**src/rtl/aes128_req_ctrl.sv**
```systemverilog
// Request sequencer between a sop/eop framed block stream and the aes128 core command port.
// Optional WAIT watchdog with err_timeout output: define AES_REQ_TIMEOUT_EN.
module aes128_req_ctrl #(
   parameter int unsigned CHAIN_GAP      = 1,
   parameter int unsigned TIMEOUT_CYCLES = 64
) (
   input  logic         clk,
   input  logic         rst_n,
   input  logic         in_valid,
   output logic         in_ready,
   input  logic [127:0] in_data,
   input  logic         in_sop,
   input  logic         in_eop,
   input  logic [127:0] cfg_key,
   input  logic [127:0] cfg_iv,
   input  logic [3:0]   cfg_mode,
   input  logic         cfg_decrypt,
   input  logic [15:0]  cfg_segment_len,
   output logic         out_valid,
   input  logic         out_ready,
   output logic [127:0] out_data,
   output logic         out_sop,
   output logic         out_eop,
   output logic         aes_cipher_en,
   output logic         aes_decipher_en,
   output logic         aes_chain_en,
   output logic [127:0] aes_data_in,
   output logic [127:0] aes_key,
   output logic [3:0]   aes_mode,
   output logic [127:0] aes_init_vector,
   output logic [15:0]  aes_segment_len,
   input  logic [127:0] aes_data_out,
   input  logic         aes_ready,
   output logic         busy,
   output logic         err_proto
`ifdef AES_REQ_TIMEOUT_EN
  ,output logic         err_timeout
`endif
);

   localparam int unsigned DW = 128;
   localparam int unsigned MW = 4;
   localparam int unsigned SW = 16;
   localparam int unsigned GW = 4;

   if (CHAIN_GAP < 1 || CHAIN_GAP > 15) begin : g_bad_gap
      $error("CHAIN_GAP must be in 1..15");
   end
   if (TIMEOUT_CYCLES < 2) begin : g_bad_timeout
      $error("TIMEOUT_CYCLES must be at least 2");
   end

   typedef enum logic [2:0] {
      S_IDLE,
      S_ISSUE,
      S_WAIT,
      S_OUT,
      S_BREAK
   } state_t;

   state_t          r_state;
   logic            r_msg_open;
   logic            r_ready_q;
   logic            r_decrypt;
   logic            r_sop;
   logic            r_eop;
   logic            r_brk_issue;
   logic [GW-1:0]   r_gap_cnt;
   logic            r_in_ready;
   logic            r_out_valid;
   logic [DW-1:0]   r_out_data;
   logic            r_out_sop;
   logic            r_out_eop;
   logic            r_cipher_en;
   logic            r_decipher_en;
   logic            r_chain_en;
   logic [DW-1:0]   r_data_in;
   logic [DW-1:0]   r_key;
   logic [MW-1:0]   r_mode;
   logic [DW-1:0]   r_iv;
   logic [SW-1:0]   r_seg;
   logic            r_busy;
   logic            r_err_proto;

`ifdef AES_REQ_TIMEOUT_EN
   localparam int unsigned TW = $clog2(TIMEOUT_CYCLES + 1);
   logic [TW-1:0]   r_to_cnt;
   logic            r_err_timeout;
   assign err_timeout = r_err_timeout;
`endif

   // A block without an open message, or with sop, starts a fresh configuration
   logic w_new_cfg;
   logic w_dir;
   assign w_new_cfg = in_sop | ~r_msg_open;
   assign w_dir     = w_new_cfg ? cfg_decrypt : r_decrypt;

   always_ff @(posedge clk or negedge rst_n) begin
      if (!rst_n) begin
         r_state       <= S_IDLE;
         r_msg_open    <= 1'b0;
         r_ready_q     <= 1'b0;
         r_decrypt     <= 1'b0;
         r_sop         <= 1'b0;
         r_eop         <= 1'b0;
         r_brk_issue   <= 1'b0;
         r_gap_cnt     <= '0;
         r_in_ready    <= 1'b0;
         r_out_valid   <= 1'b0;
         r_out_data    <= '0;
         r_out_sop     <= 1'b0;
         r_out_eop     <= 1'b0;
         r_cipher_en   <= 1'b0;
         r_decipher_en <= 1'b0;
         r_chain_en    <= 1'b0;
         r_data_in     <= '0;
         r_key         <= '0;
         r_mode        <= '0;
         r_iv          <= '0;
         r_seg         <= '0;
         r_busy        <= 1'b0;
         r_err_proto   <= 1'b0;
`ifdef AES_REQ_TIMEOUT_EN
         r_to_cnt      <= '0;
         r_err_timeout <= 1'b0;
`endif
      end else begin
         r_cipher_en   <= 1'b0;
         r_decipher_en <= 1'b0;
         r_err_proto   <= 1'b0;
         r_ready_q     <= aes_ready;
         case (r_state)
            S_IDLE: begin
               if (in_valid && r_in_ready) begin
                  r_in_ready <= 1'b0;
                  r_busy     <= 1'b1;
                  r_data_in  <= in_data;
                  r_sop      <= w_new_cfg;
                  r_eop      <= in_eop;
                  if (w_new_cfg) begin
                     r_key      <= cfg_key;
                     r_mode     <= cfg_mode;
                     r_iv       <= cfg_iv;
                     r_seg      <= cfg_segment_len;
                     r_decrypt  <= cfg_decrypt;
                     r_msg_open <= 1'b1;
                  end
`ifdef AES_REQ_TIMEOUT_EN
                  if (in_sop) r_err_timeout <= 1'b0;
`endif
                  if (in_sop == r_msg_open) r_err_proto <= 1'b1;
                  if (in_sop && r_msg_open) begin
                     // restart inside an open message: drop chaining before this block
                     r_chain_en  <= 1'b0;
                     r_gap_cnt   <= GW'(CHAIN_GAP - 1);
                     r_brk_issue <= 1'b1;
                     r_state     <= S_BREAK;
                  end else begin
                     r_chain_en    <= 1'b1;
                     r_cipher_en   <= ~w_dir;
                     r_decipher_en <= w_dir;
                     r_state       <= S_ISSUE;
                  end
               end else begin
                  r_in_ready <= 1'b1;
               end
            end
            S_ISSUE: begin
`ifdef AES_REQ_TIMEOUT_EN
               r_to_cnt <= '0;
`endif
               r_state <= S_WAIT;
            end
            S_WAIT: begin
               if (aes_ready && !r_ready_q) begin
                  r_out_data  <= aes_data_out;
                  r_out_sop   <= r_sop;
                  r_out_eop   <= r_eop;
                  r_out_valid <= 1'b1;
                  r_state     <= S_OUT;
               end
`ifdef AES_REQ_TIMEOUT_EN
               else if (r_to_cnt == TW'(TIMEOUT_CYCLES - 1)) begin
                  r_err_timeout <= 1'b1;
                  r_out_data    <= '0;
                  r_out_sop     <= r_sop;
                  r_out_eop     <= 1'b1;
                  r_eop         <= 1'b1;
                  r_out_valid   <= 1'b1;
                  r_state       <= S_OUT;
               end else begin
                  r_to_cnt <= r_to_cnt + TW'(1);
               end
`endif
            end
            S_OUT: begin
               if (out_ready) begin
                  r_out_valid <= 1'b0;
                  if (r_eop) begin
                     r_msg_open  <= 1'b0;
                     r_chain_en  <= 1'b0;
                     r_gap_cnt   <= GW'(CHAIN_GAP - 1);
                     r_brk_issue <= 1'b0;
                     r_state     <= S_BREAK;
                  end else begin
                     r_in_ready <= 1'b1;
                     r_busy     <= 1'b0;
                     r_state    <= S_IDLE;
                  end
               end
            end
            S_BREAK: begin
               if (r_gap_cnt == '0) begin
                  r_chain_en <= 1'b1;
                  if (r_brk_issue) begin
                     r_brk_issue   <= 1'b0;
                     r_cipher_en   <= ~r_decrypt;
                     r_decipher_en <= r_decrypt;
                     r_state       <= S_ISSUE;
                  end else begin
                     r_in_ready <= 1'b1;
                     r_busy     <= 1'b0;
                     r_state    <= S_IDLE;
                  end
               end else begin
                  r_gap_cnt <= r_gap_cnt - GW'(1);
               end
            end
            default: begin
               r_state <= S_IDLE;
               r_busy  <= 1'b0;
            end
         endcase
      end
   end

   assign in_ready        = r_in_ready;
   assign out_valid       = r_out_valid;
   assign out_data        = r_out_data;
   assign out_sop         = r_out_sop;
   assign out_eop         = r_out_eop;
   assign aes_cipher_en   = r_cipher_en;
   assign aes_decipher_en = r_decipher_en;
   assign aes_chain_en    = r_chain_en;
   assign aes_data_in     = r_data_in;
   assign aes_key         = r_key;
   assign aes_mode        = r_mode;
   assign aes_init_vector = r_iv;
   assign aes_segment_len = r_seg;
   assign busy            = r_busy;
   assign err_proto       = r_err_proto;

endmodule

```
**config.mk**
```make
export PLATFORM = sky130hd
export DESIGN_NAME = aes128_req_ctrl
export DESIGN_NICKNAME = d
export VERILOG_FILES = /design/src/rtl/aes128_req_ctrl.sv
export SDC_FILE = /design/constraint.sdc
export NUM_CORES = 1
export LEC_CHECK = 0
export ABC_AREA = 1
export BUFFER_PORTS_ARGS = -buffer_cell sky130_fd_sc_hd__clkbuf_2
export CAP_MARGIN = 20
export CORE_AREA = 2 2 422 424
export CTS_BUF_LIST = sky130_fd_sc_hd__clkbuf_4
export CTS_CLUSTER_SIZE = 10
export DETAILED_ROUTE_END_ITERATION = 8
export DIE_AREA = 0 0 424 426
export MAX_ROUTING_LAYER = met4
export PLACE_DENSITY_LB_ADDON = 0.12
export SYNTH_ARGS = -nofsm -noshare
export SYNTH_HDL_FRONTEND = slang
export SYNTH_SLANG_ARGS = --single-unit
```
**constraint.sdc**
```tcl
create_clock -name clk -period 1.77 [get_ports clk]
set_clock_uncertainty 0.2 [all_clocks]
set_input_delay 0.0885 -clock clk [delete_from_list [all_inputs] [get_ports clk]]
set_output_delay 0.0885 -clock clk [all_outputs]
set_load 0.01 [all_outputs]
```
==> metrics, run 1 <==
htree depth=4; status=aborted with a tool error; CTS Root Buffer Type=clkbuf_4; Place WS=-0.1880 ns; IO Count=between 1k and 1.5k; post-synth top area cell=dfrtp_1; Synth warnings=0; Initial Util=0.1240; Post-Syn Instances=roughly 2.4k; Detail Placement HPWL=96,720 um; Yosys reg bits=554; # resized after CTS=253; post-synthesis sequential area ratio=0.6361; port bufs=about 1.1k; synthesized area=between 20,000 and 25,000 um^2; number of distinct library cells after synthesis=26; maximum clock path buffer count=3; Site Rows=around 150; Die H=426 um; Last stage=clock tree synthesis; First Err=[ERROR RSZ-0060] Max buffer count reached.; hold_buf cts=about 1.3k; setup repair bufs after CTS=approximately 130; final weighted congestion in routability-driven placement=~0.85; largest cells by area after synthesis=dfrtp_1 (64%), nand2_1 (19%), nand3_1 (6.7%); clock sinks=554; Syn Nets=slightly below 3k; Synth top area share=0.6361; CTS buffer count=around 180; Avg Cell Area, Syn=8.943 um^2; die width=424 um
==> cells by family after synthesis <==
logic type,count (synthesis),synth area share
and+or+nand+nor,1437,0.2670
DFF,554,0.6361
xor gates and xnor gates,1,0.0004020
buffers and inverters,298,0.06068
AOI/OAI and AO/OA,142,0.03290
adders and majority gates,5,0.002871
==> cell usage after synthesis <==
| cell | instances |
|---|---|
| and3_1 | 1 |
| buf_1 | 3 |
| buf_2 | 74 |
| buf_4 | 23 |
| buf_6 | 3 |
| clkbuf_1 | 42 |
| clkbuf_2 | 2 |
| dfrtp_1 | 554 |
| ha_1 | 5 |
| inv_1 | 148 |
| inv_2 | 3 |
| nand2_1 | 1115 |
| nand2_4 | 2 |
| nand3_1 | 291 |
| nand3_2 | 1 |
| nand3b_1 | 1 |
| nand4_1 | 2 |
| nor2_1 | 20 |
| nor2_2 | 2 |
| nor2_4 | 1 |
| nor2_8 | 1 |
| o21ai_0 | 98 |
| o21ai_1 | 41 |
| o21ai_2 | 1 |
| o22ai_1 | 2 |
| xnor2_1 | 1 |
==> stage by stage <==
step	instance area, um^2	hold WS [ns]	util	std cells	TNS [ns]
global placement	30990	-0.2635	0.1764	5846	-17.05
floorplan	21790	-0.4071	-	2437	0
detailed placement	30990	-0.2620	0.1764	5846	-16.87
==> inputs of run 2 (changes only) <==
==> config.mk (replaced) <==
export PLATFORM = sky130hd
export DESIGN_NAME = aes128_req_ctrl
export DESIGN_NICKNAME = d
export VERILOG_FILES = /design/src/rtl/aes128_req_ctrl.sv
export SDC_FILE = /design/constraint.sdc
export NUM_CORES = 1
export LEC_CHECK = 0
export ABC_AREA = 1
export BUFFER_PORTS_ARGS = -buffer_cell sky130_fd_sc_hd__clkbuf_2
export CAP_MARGIN = 20
export CORE_AREA = 2 2 425 427
export DETAILED_ROUTE_END_ITERATION = 8
export DIE_AREA = 0 0 427 429
export PLACE_DENSITY_LB_ADDON = 0.15
export SYNTH_ARGS = -nofsm -noshare
export SYNTH_HDL_FRONTEND = slang
export SYNTH_SLANG_ARGS = --single-unit
==> constraint.sdc (replaced) <==
create_clock -name clk -period 2.3 [get_ports clk]
set_clock_uncertainty 0.2 [all_clocks]
set_input_delay 0.115 -clock clk [delete_from_list [all_inputs] [get_ports clk]]
set_output_delay 0.115 -clock clk [all_outputs]
set_load 0.01 [all_outputs]
==> run 2 against run 1 <==
Against the previous run: the flow now finishes without violations; area after synthesis is the same; synthesized cell count is the same.
==> metrics, run 2 <==
number of distinct library cells after synthesis=26 (unchanged); DR vias/cell=3.497; die area=around 180,000 um^2; CTS Root Buffer Type=clkbuf_16; Site Rows=155 (+0.65%); IO Count=1,081 (unchanged); vias post-DR=between 20k and 25k; port bufs=1,080 (unchanged); EDFF count, synth=0 (unchanged); worst vdd ir=479.6 uV; top_reg_cell synth=dfrtp_1; element type at the critical path end=flip-flop; Synth top area share=0.6361 (unchanged); area grow syn2layout=98.05%; Core ar.=approximately 180,000 um^2; number of global-route vias before repair=25.32k; Tcrit/Tclk final=0.9628; TritonCTS clock tree=built; Die H=429 um (+0.70%); CP max-delay cell=dlygate4sd3_1; P_int=roughly 29 mW; Initial DRC Count=about 1.1k; worst slew pin tran=about 0.52 ns; Nets=~5.1k; Pre-antenna DRT Iters=5; largest net degree at the start of global routing=84; Post-Syn Instances=2,437 (unchanged); first-pass GRT wire length=roughly 180,000 um; Yosys reg bits=554 (unchanged); Syn Nets=2,982 (unchanged); clock power share=0.255; Place WS=0.1707 ns (+0.3587 ns); maximum clock rate=between 400 and 500 MHz; final weighted congestion in routability-driven placement=0.8523 (+0.31%); Comb pwr share=0.396; Pwr Density=between 1000 and 1500 nW/um^2; Avg Cell Area, Syn=8.943 um^2 (unchanged); final core utilization=0.2424; initial antenna violation count=23; maximum clock path buffer count=3 (unchanged); final hold violations=0; post-synthesis sequential area ratio=0.6361 (unchanged); status=complete, no violations; Sw Ratio=0.4070; Critical Path Start Type=flip-flop; Synth top cells by count=nand2_1 (1,115), dfrtp_1 (554), nand3_1 (291), inv_1 (148), o21ai_0 (98); Detail Placement HPWL=94,550 um (-2.2%); most common cell in the netlist=nand2_1; cell mode on critical path=nand2_1; Post-DRT Antenna Nets=0; WL/cell=approximately 18 um; htree depth=3 (-1); slowest stage delay, CP=about 0.56 ns; sw power=just under 20 mW; largest cells by area after synthesis=dfrtp_1 (64%), nand2_1 (19%), nand3_1 (6.7%); post-synth top area cell=dfrtp_1; DRT Wirelength=between 100,000 and 150,000 um; Post-synth ARST share=1.000 (unchanged); Slew HR=0.6536; layout cells sized above 1=0.2836; Initial Util=0.1224 (-0.001605); RSZ-0062 raised after global routing=true; CP Max Fanout=16; Global Route Usage Sum=0.1328; critical path, cell by cell=nor2_4 > nand2_4 > nor2_8 > buf_12 > clkbuf_16 > nand2_1 > dlygate4sd3_1 > nand2_1; leakage=between 20 and 25 nW; Synth warnings=0 (unchanged); CP arrival=2.64 ns; Final WS setup=0.08556 ns; Final min period=between 2 and 2.5 ns; commonest non-fill, non-tap cell in the layout=nand2_1; CTS buffer count=79 (-56%); later-pin clock latency in the skew report=0.68 ns; Seq pwr share=0.349; Max Cap Viol=0; CP Class=reg2reg; die width=427 um (+0.71%); hold crit path type=in2reg; Pins Over Slew Limit=0; GRT overflow=0; most frequent cells in the layout=nand2_1 (1,115), clkbuf_2 (1,079), dlygate4sd3_1 (997); synthesized area=21,790 um^2 (unchanged); clock slew at reported path FFs=approximately 0.060 ns; Worst Path Required=~2.7 ns; clock sinks=554 (unchanged); final setup vio count=0; post-route DRC violation count=0
-- run 2: critical path: cells and delay by family, from the launching register on --
family	cells	cell delay, ns
buffers and inverters	3	0.92
flip-flops	1	0.43
AND/OR/NAND/NOR	5	0.59
-- run 2: repair_timing --
action | in CTS | in global routing
endpoints found under the hold margin | 1105 | 0
gates resized for setup | 0 | 3
endpoints found under the setup margin | 0 | 16
buffers inserted | 0 | 3
hold buffers | 999 | 0
-- run 2: layer usage --
metal	GRT usage	up-vias	routed length [um]
met5	0	-	53
met2	0.2264	672	61810
met1	0.1596	11690	52390
li1	-	11870	-
met4	0.04179	10	3248
met3	0.03843	162	8145
-- run 2: path summary, 6_finish.rpt --
path | from | end | slack [ns] | cells after the start
max in group asynchronous | rst_n | aes_key[37]$_DFFE_PN0P_ | 0.64 | 6
max | r_state[0]$_DFFE_PN0P_ | aes_data_in[107]$_DFFE_PN0P_ | 0.09 | 8
min in group asynchronous | rst_n | out_data[24]$_DFFE_PN0P_ | 0.49 | 4
max reg2reg | r_state[0]$_DFFE_PN0P_ | aes_data_in[107]$_DFFE_PN0P_ | 0.09 | 8
min reg2reg | aes_key[110]$_DFFE_PN0P_ | aes_key[110]$_DFFE_PN0P_ | 0.27 | 2
min | aes_data_out[79] | out_data[79]$_DFFE_PN0P_ | 0.07 | 4
-- run 2: area by class of cell --
type / instances / area, um^2
timing repair buffer: 2170 / 16560
sequential: 554 / 13860
tap: 2355 / 2947
multi-input combinational: 1585 / 6624
clock buffer: 116 / 2286
fill: 19740 / 134900
inverter: 151 / 576.8
antenna: 20 / 50.05
clock inverter: 26 / 255.2
-- run 2: kinds of logic after synthesis --
family / synth area share
AOI/OAI and AO/OA: 0.03290
xor gates and xnor gates: 0.0004020
adders and majority gates: 0.002871
buffers and inverters: 0.06068
DFF: 0.6361
and+or+nand+nor: 0.2670
-- run 2: per-stage QoR --
| step | power, mW | hold WS [ns] | cell area (um^2) | instances | setup TNS (ns) |
|---|---|---|---|---|---|
| 6_report | 48.15 | 0.07243 | 43160 | 6977 | 0 |
| 3_5_place_dp | 34.83 | -0.1493 | 30460 | 5811 | 0 |
| 3_3_place_gp | 34.82 | -0.1520 | 30460 | 5811 | 0 |
| 2_1_floorplan | 24.61 | -0.3806 | 21790 | 2437 | 0 |
| 5_1_grt | 51.70 | 0.03872 | 43150 | 6973 | -0.03412 |
| 4_1_cts | 49.11 | 0.0001493 | 43010 | 6952 | 0 |
-- run 2: power by group through the flow --
stage | clock network (mW) | registers [mW] | logic (mW)
after floorplan | 0 | 18.5 | 6.12
after global placement | 0 | 16.9 | 17.9
after detailed placement | 0 | 16.9 | 17.9
after CTS | 12.9 | 16.8 | 19.4
after global routing | 13.3 | 17.3 | 21.1
final | 12.3 | 16.8 | 19.0
Note: power is estimated with default switching activity, not from simulation.
